[src/rtl/bf16_mult_arbiter.sv]
// bf16_mult_arbiter: round-robin front end that shares one bf16 multiplier
// among N requesters, with a single operation in flight at a time.
`timescale 1ns/1ps
module bf16_mult_arbiter #(
    parameter int N = 4
) (
    input  logic            clk,
    input  logic            rst,
    input  logic [16*N-1:0] req_a,
    input  logic [16*N-1:0] req_b,
    input  logic [N-1:0]    req_STB,
    output logic [N-1:0]    req_BUSY,
    output logic [15:0]     res_data,
    output logic [2:0]      res_id,
    output logic [N-1:0]    res_STB,
    input  logic [N-1:0]    res_BUSY,
    output logic [15:0]     mult_a,
    output logic [15:0]     mult_b,
    output logic            mult_input_STB,
    input  logic            mult_BUSY,
    input  logic [15:0]     mult_result,
    input  logic            mult_output_STB,
    output logic            mult_output_module_BUSY,
    output logic [15:0]     ops_done
);

    typedef enum logic [2:0] {
        ARB,
        CAPTURE,
        ISSUE,
        WAIT,
        DELIVER
    } state_t;

    state_t       state_q;
    logic [2:0]   grant_q;
    logic [2:0]   last_q;
    logic [N-1:0] gnt_oh_q;
    logic [N-1:0] req_busy_q;
    logic [N-1:0] res_stb_q;
    logic [15:0]  res_data_q;
    logic [2:0]   res_id_q;
    logic [15:0]  mult_a_q;
    logic [15:0]  mult_b_q;
    logic         mult_stb_q;
    logic         mult_obusy_q;
    logic [15:0]  ops_done_q;

    logic [2:0]   grant_d;
    logic [N-1:0] gnt_oh_d;
    logic [2:0]   pick_hi;
    logic [2:0]   pick_lo;
    logic         hit_hi;
    logic [15:0]  op_a;
    logic [15:0]  op_b;
    logic         gnt_stb;
    logic         gnt_sink_busy;

    // Lowest requester above last_q wins; otherwise wrap to the lowest overall.
    always_comb begin
        pick_hi = '0;
        pick_lo = '0;
        hit_hi  = 1'b0;
        for (int i = N - 1; i >= 0; i--) begin
            if (req_STB[i]) begin
                pick_lo = 3'(i);
                if (3'(i) > last_q) begin
                    pick_hi = 3'(i);
                    hit_hi  = 1'b1;
                end
            end
        end
        grant_d = hit_hi ? pick_hi : pick_lo;
    end

    always_comb begin
        gnt_oh_d = '0;
        for (int i = 0; i < N; i++) begin
            gnt_oh_d[i] = (3'(i) == grant_d);
        end
    end

    always_comb begin
        op_a = '0;
        op_b = '0;
        for (int i = 0; i < N; i++) begin
            if (gnt_oh_q[i]) begin
                op_a = req_a[16*i +: 16];
                op_b = req_b[16*i +: 16];
            end
        end
    end

    assign gnt_stb       = |(req_STB & gnt_oh_q);
    assign gnt_sink_busy = |(res_BUSY & gnt_oh_q);

    always_ff @(posedge clk) begin
        if (!rst) begin
            state_q      <= ARB;
            grant_q      <= '0;
            last_q       <= 3'(N - 1);
            gnt_oh_q     <= '0;
            req_busy_q   <= '1;
            res_stb_q    <= '0;
            res_data_q   <= '0;
            res_id_q     <= '0;
            mult_a_q     <= '0;
            mult_b_q     <= '0;
            mult_stb_q   <= 1'b0;
            mult_obusy_q <= 1'b1;
            ops_done_q   <= '0;
        end else begin
            unique case (state_q)
                ARB: begin
                    if (|req_STB) begin
                        grant_q    <= grant_d;
                        gnt_oh_q   <= gnt_oh_d;
                        req_busy_q <= ~gnt_oh_d;
                        state_q    <= CAPTURE;
                    end else begin
                        req_busy_q <= '1;
                    end
                end
                CAPTURE: begin
                    req_busy_q <= '1;
                    if (gnt_stb) begin
                        mult_a_q   <= op_a;
                        mult_b_q   <= op_b;
                        mult_stb_q <= 1'b1;
                        state_q    <= ISSUE;
                    end else begin
                        // Requester withdrew; last_q keeps its old value.
                        state_q <= ARB;
                    end
                end
                ISSUE: begin
                    if (!mult_BUSY) begin
                        mult_stb_q   <= 1'b0;
                        mult_obusy_q <= 1'b0;
                        state_q      <= WAIT;
                    end
                end
                WAIT: begin
                    if (mult_output_STB) begin
                        res_data_q   <= mult_result;
                        res_id_q     <= grant_q;
                        mult_obusy_q <= 1'b1;
                        res_stb_q    <= gnt_oh_q;
                        state_q      <= DELIVER;
                    end
                end
                DELIVER: begin
                    if (!gnt_sink_busy) begin
                        res_stb_q  <= '0;
                        last_q     <= grant_q;
                        ops_done_q <= ops_done_q + 16'd1;
                        state_q    <= ARB;
                    end
                end
                default: state_q <= ARB;
            endcase
        end
    end

    assign req_BUSY                = req_busy_q;
    assign res_STB                 = res_stb_q;
    assign res_data                = res_data_q;
    assign res_id                  = res_id_q;
    assign mult_a                  = mult_a_q;
    assign mult_b                  = mult_b_q;
    assign mult_input_STB          = mult_stb_q;
    assign mult_output_module_BUSY = mult_obusy_q;
    assign ops_done                = ops_done_q;

endmodule

[config.mk]
export PLATFORM = sky130hd
export DESIGN_NAME = bf16_mult_arbiter
export DESIGN_NICKNAME = d
export VERILOG_FILES = /design/src/rtl/bf16_mult_arbiter.sv
export SDC_FILE = /design/constraint.sdc
export NUM_CORES = 1
export LEC_CHECK = 0
export BUFFER_PORTS_ARGS = -buffer_cell sky130_fd_sc_hd__buf_4
export CORE_ASPECT_RATIO = 1.5
export CORE_MARGIN = 1.5
export CORE_UTILIZATION = 40
export CTS_CLUSTER_DIAMETER = 40
export DETAILED_ROUTE_END_ITERATION = 6
export PLACE_DENSITY = 0.76
export SLEW_MARGIN = 20
export SYNTH_ARGS = -nofsm -noshare
export SYNTH_HDL_FRONTEND = slang
export SYNTH_SLANG_ARGS = --single-unit
[constraint.sdc]
create_clock -name clk -period 1.5 [get_ports clk]
set_clock_uncertainty 0.05 [all_clocks]
set_input_delay 0.075 -clock clk [delete_from_list [all_inputs] [get_ports clk]]
set_output_delay 0.075 -clock clk [all_outputs]
set_load 0.02 [all_outputs]
==> results.py, run 1 <==
metrics = {
    "detailed_routing": {
        "wirelength_um": 20780,
        "final_antenna_net_count": 0,
        "first_pass_iters": 5,
        "via_per_inst": 5.970,
        "drt-initial-drc-count": 390,
        "wl_per_cell_um": 21.51,
        "route.detailed.drc": 0,
        "num_vias": 5767,
    },
    "critical_path": {
        "r2r-start": "state_q[2]",
        "cp_data_arrival_time_ns": 1.96,
        "crit_required_ns": 1.68,
        "crit_slowest_cell": "o31ai_2",
        "path_cells": "nor3b_4, buf_6, nand3_4, buf_4, o31ai_2, a21oi_2",
        "worstSetupEndpointType": "register",
        "regToRegEndpoint": "ops_done[9]",
        "ff2ff_path_depth": 6,
        "ff2ff_setup_slack_ns": -0.28,
        "worstSetupPathType": "register to register",
        "slowest_delay_ns": 0.37,
        "worstPathMaxFanout": 7,
        "start_kind": "register",
    },
    "clock_network": {
        "ctsRootBufferMaster": "clkbuf_16",
        "clock-sinks": 87,
        "cts_max_level": 3,
        "clk_path_buf_depth": 2,
        "clk_latency_ns": 0.34,
        "cts_tree": "yes",
        "cts.clk_slew.worst_paths_ns": 0.07,
        "cts_inserted_buffers": 9,
    },
    "floorplan": {
        "io_pins": 233,
        "core_um2": 10190,
        "initial_core_util": 0.4133,
        "rows": 45,
        "dieArea_um2": 11170,
        "die_width_um": 86.78,
        "dieHeight_um": 128.7,
    },
    "final_layout": {
        "final_cell_mix": "buf_4, nand2_1, dfxtp_1, a21oi_1, a21oi_2",
        "design_area_um2": 8217,
        "syn2layout_area_growth_pct": 95.10,
        "utilization": 0.8063,
        "layout_commonest_cell": "buf_4",
        "regArea_um2": 1793,
        "antennaDiodeCount": 0,
        "fill_cells": 586,
        "num-nets-final": 977,
        "multi_input_area_um2": 2819,
        "layout-drive-gt1-share": 0.5697,
    },
    "yosys": {
        "ys_seq_area_frac": 0.4135,
        "muxShareOfSynthArea": 0.01664,
        "synthCells": 511,
        "synthFlopType": "dfxtp_1",
        "yosys.area.top_type": "dfxtp_1",
        "yosysWarnings": 0,
        "synth_edf_count": 0,
        "ys_types": 54,
        "synth-simple-area-share": 0.2288,
        "synth_top_family_by_area": "compound AO/OA/AOI/OAI gates",
        "yosysTopAreaCellShare": 0.4135,
        "ys_seq_elements": 87,
        "synth_xor_xnor_area_share": 0.008318,
        "netlist_area_um2": 4212,
        "syn_avg_cell_area_um2": 8.242,
        "ys_top_cells_by_area": "dfxtp_1, nand2_1, a21oi_1",
        "synth_fa_ha_area_frac": 0.002971,
        "synth_compound_area_frac": 0.2698,
        "synth_fp_nets": 668,
        "synth_async_sr_flop_share": 0,
    },
    "pwr": {
        "peakVddDrop_mv": 0.7322,
        "power_density_nw_per_um2": 801.9,
        "p_leak_uw": 0.003411,
    },
    "place": {
        "routabilityCongestion": 0.9257,
        "port_buffers": 231,
        "dpl_cell_area_um2": 6414,
        "place_hpwl_um": 11350,
    },
    "timing": {
        "setup-tns-final_ns": -8.721,
        "hold_viol": 0,
        "period_needed_ns": 1.779,
        "rsz0062_at_grt": "yes",
        "fin_ws_ns": -0.2789,
        "fin_crit_sh": 1.186,
        "max_freq_ghz": 0.5622,
        "setup-violations-final": 53,
        "slew_violations": 0,
    },
    "worst_hold_path": {
        "worstHoldPathCells": 4,
        "hp-start": "req_a[33]",
        "min_path_type": "input port to register",
        "hold_end": "mult_a[1]",
    },
    "grt": {
        "grt_util_all_layers": 0.3078,
        "grt_pass1_wl_um": 26570,
        "grt_max_degree": 41,
        "grt_pass1_vias": 5493,
        "gr-total-overflow": 0,
        "antenna_found_initial": 0,
    },
    "run": {
        "cap_viol_max_count": 0,
    },
    "status": {
        "violations": "setup timing",
        "outcome": "finished with violations",
    },
}
==> per-stage QoR <==
stage	instances	power, uW	hold WS (ns)	worst slack (ns)
floorplan	511	3021	0.1610	-0.1011
global placement	890	3601	0.2711	-0.1390
detailed placement	890	3627	0.2819	-0.2323
CTS	947	6224	0.08002	-0.1518
global route	966	6814	0.08828	-0.3376
finish	966	6589	0.08491	-0.2789
==> worst max-delay path by stage <==
stage           startpoint            to  slack (ns)  cells after the start
2_1_floorplan   state_q[1]  ops_done[11]       -0.10                      5
6_report        state_q[2]   ops_done[9]       -0.28                      6
3_3_place_gp   ops_done[5]  ops_done[10]       -0.14                      5
4_1_cts        ops_done[5]  ops_done[11]       -0.15                      5
5_1_grt        gnt_oh_q[2]     mult_a[3]       -0.34                      9
3_5_place_dp   ops_done[5]  ops_done[13]       -0.23                      5
==> critical path, delay by kind of cell, from the launching register on <==
family / cells / cell delay [ns]
buf+inv: 2 / 0.37
flops: 1 / 0.36
simple gates: 2 / 0.42
compound gates: 2 / 0.46
==> area by class of cell <==
cell class                 count  area share
timing repair buffer         344      0.3755
multi-input combinational    371      0.3431
inverter                       7    0.003655
clock inverter                 7     0.01066
tap                          141     0.02147
sequential                    87      0.2182
clock buffer                   9     0.02741
==> sequential cells by signal, summed over array words and instances (netlist names) <==
register / count
mult_input_STB: 1
gnt_oh_q: 4
res_STB: 4
res_data: 16
state_q: 3
mult_a: 16
mult_b: 16
ops_done: 16
grant_q: 2
last_q: 2
req_BUSY: 4
res_id: 2
mult_output_module_BUSY: 1
==> report_power, final <==
| group | switching [uW] | total, uW | leakage [uW] | internal (uW) |
|---|---|---|---|---|
| clock network | 959 | 2410 | 0.000155 | 1450 |
| logic | 804 | 1750 | 0.00254 | 949 |
| registers | 65.6 | 2430 | 0.000712 | 2360 |
==> logic make-up after synthesis <==
family                     after synthesis
AOI/OAI and AO/OA                      170
buffers and inverters                   53
and+or+nand+nor                        188
other                                    1
xor gates and xnor gates                 4
DFF                                     87
muxes                                    7
adders and majority gates                1
==> synthesized netlist by cell type, types with 4 or more instances <==
master / count
or3_1: 33
nor3_1: 4
nand4_1: 5
nor2_1: 9
o31ai_1: 8
o21ai_0: 10
a221oi_1: 32
inv_1: 6
clkbuf_1: 22
nor4_1: 4
mux2i_1: 7
nand2b_1: 6
or4_1: 7
nand2_1: 89
o22ai_1: 33
nand3_1: 12
a21oi_1: 66
buf_2: 17
dfxtp_1: 87
==> what timing repair did <==
item                                    CTS  global route
endpoints found under the setup margin   73            80
gates cloned                              9             6
hold buffers                             19             0
endpoints found under the hold margin    20             0
pin swaps                                22            54
setup buffers                            13            16
gates resized for setup                  62           111
==> layer usage <==
metal	vias to the layer above	global-route usage	wire, um
li1	2540	-	-
met1	2761	0.3250	6931
met2	370	0.5673	11050
met3	96	0.06094	1699
met4	0	0.1565	1098
met5	-	0	0
No activity file was read; power rests on OpenSTA's default activity.
==> inputs of run 2 (changes only) <==
Settings changed: CELL_PAD_IN_SITES_DETAIL_PLACEMENT from default to 0, CELL_PAD_IN_SITES_GLOBAL_PLACEMENT from default to 2, CORE_UTILIZATION 40 to 21, PLACE_DENSITY 0.76 to default, PLACE_DENSITY_LB_ADDON from default to 0.1.
==> results.py, run 2 (same netlist as run 1, synthesis figures left out) <==
metrics = {
    "grt": {
        "grt_pass1_vias": 4921,
        "gr-total-overflow": 0,
        "grt_pass1_wl_um": 26990,
        "antenna_found_initial": 0,
        "grt_max_degree": 44,
        "grt_util_all_layers": 0.1645,
    },
    "critical_path": {
        "path_cells": "a22oi_4, nand4_4, or4_4, a21oi_2",
        "path_delay_family": "simple AND/OR/NAND/NOR gates",
        "worstSetupPathType": "register to register",
        "crit_buf_inv": 0,
        "start_kind": "register",
        "r2r-start": "gnt_oh_q[0]",
        "worstPathMaxFanout": 8,
        "worstSetupEndpointType": "register",
        "slowest_delay_ns": 0.58,
        "critPathLaunch": "gnt_oh_q[0]",
        "crit_required_ns": 1.72,
        "cp_data_arrival_time_ns": 1.91,
        "ff2ff_setup_slack_ns": -0.19,
        "crit_slowest_cell": "or4_4",
    },
    "clock_network": {
        "clock-sinks": 87,
        "cts.clk_slew.worst_paths_ns": 0.07,
        "cts_inserted_buffers": 9,
        "ctsRootBufferMaster": "clkbuf_16",
        "clk_path_buf_depth": 2,
        "clk_latency_ns": 0.35,
        "cts_max_level": 3,
        "cts_tree": "yes",
    },
    "timing": {
        "period_needed_ns": 1.688,
        "rsz0062_at_grt": "yes",
        "hold_viol": 0,
        "fin_ws_ns": -0.1879,
        "setup-tns-final_ns": -2.965,
        "slew_violations": 0,
        "fin_crit_sh": 1.125,
        "slew_headroom": 0.6649,
        "worst_pin_slew_ns": 0.4980,
        "setup-violations-final": 47,
        "max_freq_ghz": 0.5924,
    },
    "detailed_routing": {
        "wl_per_cell_um": 17.40,
        "first_pass_iters": 4,
        "via_per_inst": 4.773,
        "num_vias": 5069,
        "route.detailed.drc": 0,
        "drt-initial-drc-count": 196,
        "final_antenna_net_count": 0,
        "wirelength_um": 18480,
    },
    "final_layout": {
        "final_cell_mix": "buf_4, nand2_1, dfxtp_1, a21oi_1",
        "regArea_um2": 1789,
        "num-nets-final": 954,
        "layout-drive-gt1-share": 0.5025,
        "utilization": 0.3909,
        "layout_commonest_cell": "buf_4",
        "multi_input_area_um2": 2574,
        "fill_cells": 2089,
        "design_area_um2": 7702,
        "syn2layout_area_growth_pct": 82.89,
        "antennaDiodeCount": 0,
    },
    "place": {
        "dpl_cell_area_um2": 6608,
        "routabilityCongestion": 0.7816,
        "place_hpwl_um": 12990,
        "dp_slack_ns": -0.2010,
        "port_buffers": 231,
    },
    "pwr": {
        "p_leak_uw": 0.003167,
        "power_density_nw_per_um2": 833.6,
        "peakVddDrop_mv": 0.4505,
        "finalPower_uw": 6421,
    },
    "floorplan": {
        "io_pins": 233,
        "core_um2": 19710,
        "dieHeight_um": 176.4,
        "rows": 63,
        "die_width_um": 118.6,
        "dieArea_um2": 20930,
        "initial_core_util": 0.2137,
    },
    "worst_hold_path": {
        "hp-start": "mult_output_STB",
        "min_path_type": "input port to register",
    },
    "status": {
        "violations": "setup timing",
        "outcome": "finished with violations",
    },
    "run": {
        "cap_viol_max_count": 0,
    },
}
==> run 2: cell count changes in the layout (fill, tap and decap cells not counted), sizes merged <==
cell,delta
dlygate4sd3,-1
clkinv,-4
buf,-18
clkbuf,-2
inv,+2
==> run 2: stage by stage <==
step	hold slack [ns]	std cells
finish	0.05013	1062
global route	0.04578	1062
CTS	0.03107	1051
detailed placement	0.2830	1010
global placement	0.2723	1010
floorplan	0.1610	511
==> run 2: path summary, 6_finish.rpt <==
kind                       end  cells after the start
hold reg to reg    res_data[6]                      2
setup / recovery  ops_done[10]                      4
setup reg to reg  ops_done[10]                      4
hold / removal      state_q[0]                      3
==> run 2: where the power goes <==
group | switching (uW) | total, uW | internal (uW)
clock network | 991 | 2610 | 1620
registers | 59.6 | 2420 | 2360
logic | 638 | 1390 | 750
total | 1690 | 6420 | 4730
==> run 2: repair_timing <==
item	in CTS	in global routing
endpoints found under the hold margin	19	0
hold buffers	18	0
resized for setup	25	65
gates cloned	0	1
setup endpoints to repair	72	79
pin swaps	5	14
setup buffers	7	11
==> run 2: worst min-delay path, delay by kind of cell <==
family | cells | cell delay, ns
AO/OA/AOI/OAI | 1 | 0.16
buffers and inverters | 1 | 0.11
AND/OR/NAND/NOR | 1 | 0.05
==> run 2: layout make-up <==
type,instances,share of cell area
Tap cell,260,0.04224
Timing Repair Buffer,321,0.3421
Clock inverter,5,0.01105
Clock buffer,11,0.03428
Sequential cell,87,0.2323
Multi-Input combinational cell,371,0.3341
Inverter,7,0.003899
==> run 2: layer usage <==
layer / GRT usage / share of wire / up-vias
met1: 0.1809 / 0.39 / 2411
met2: 0.3125 / 0.55 / 165
met4: 0.05271 / 0.015 / 0
li1: - / - / 2477
met3: 0.03424 / 0.050 / 16
met5: 0 / 0 / -
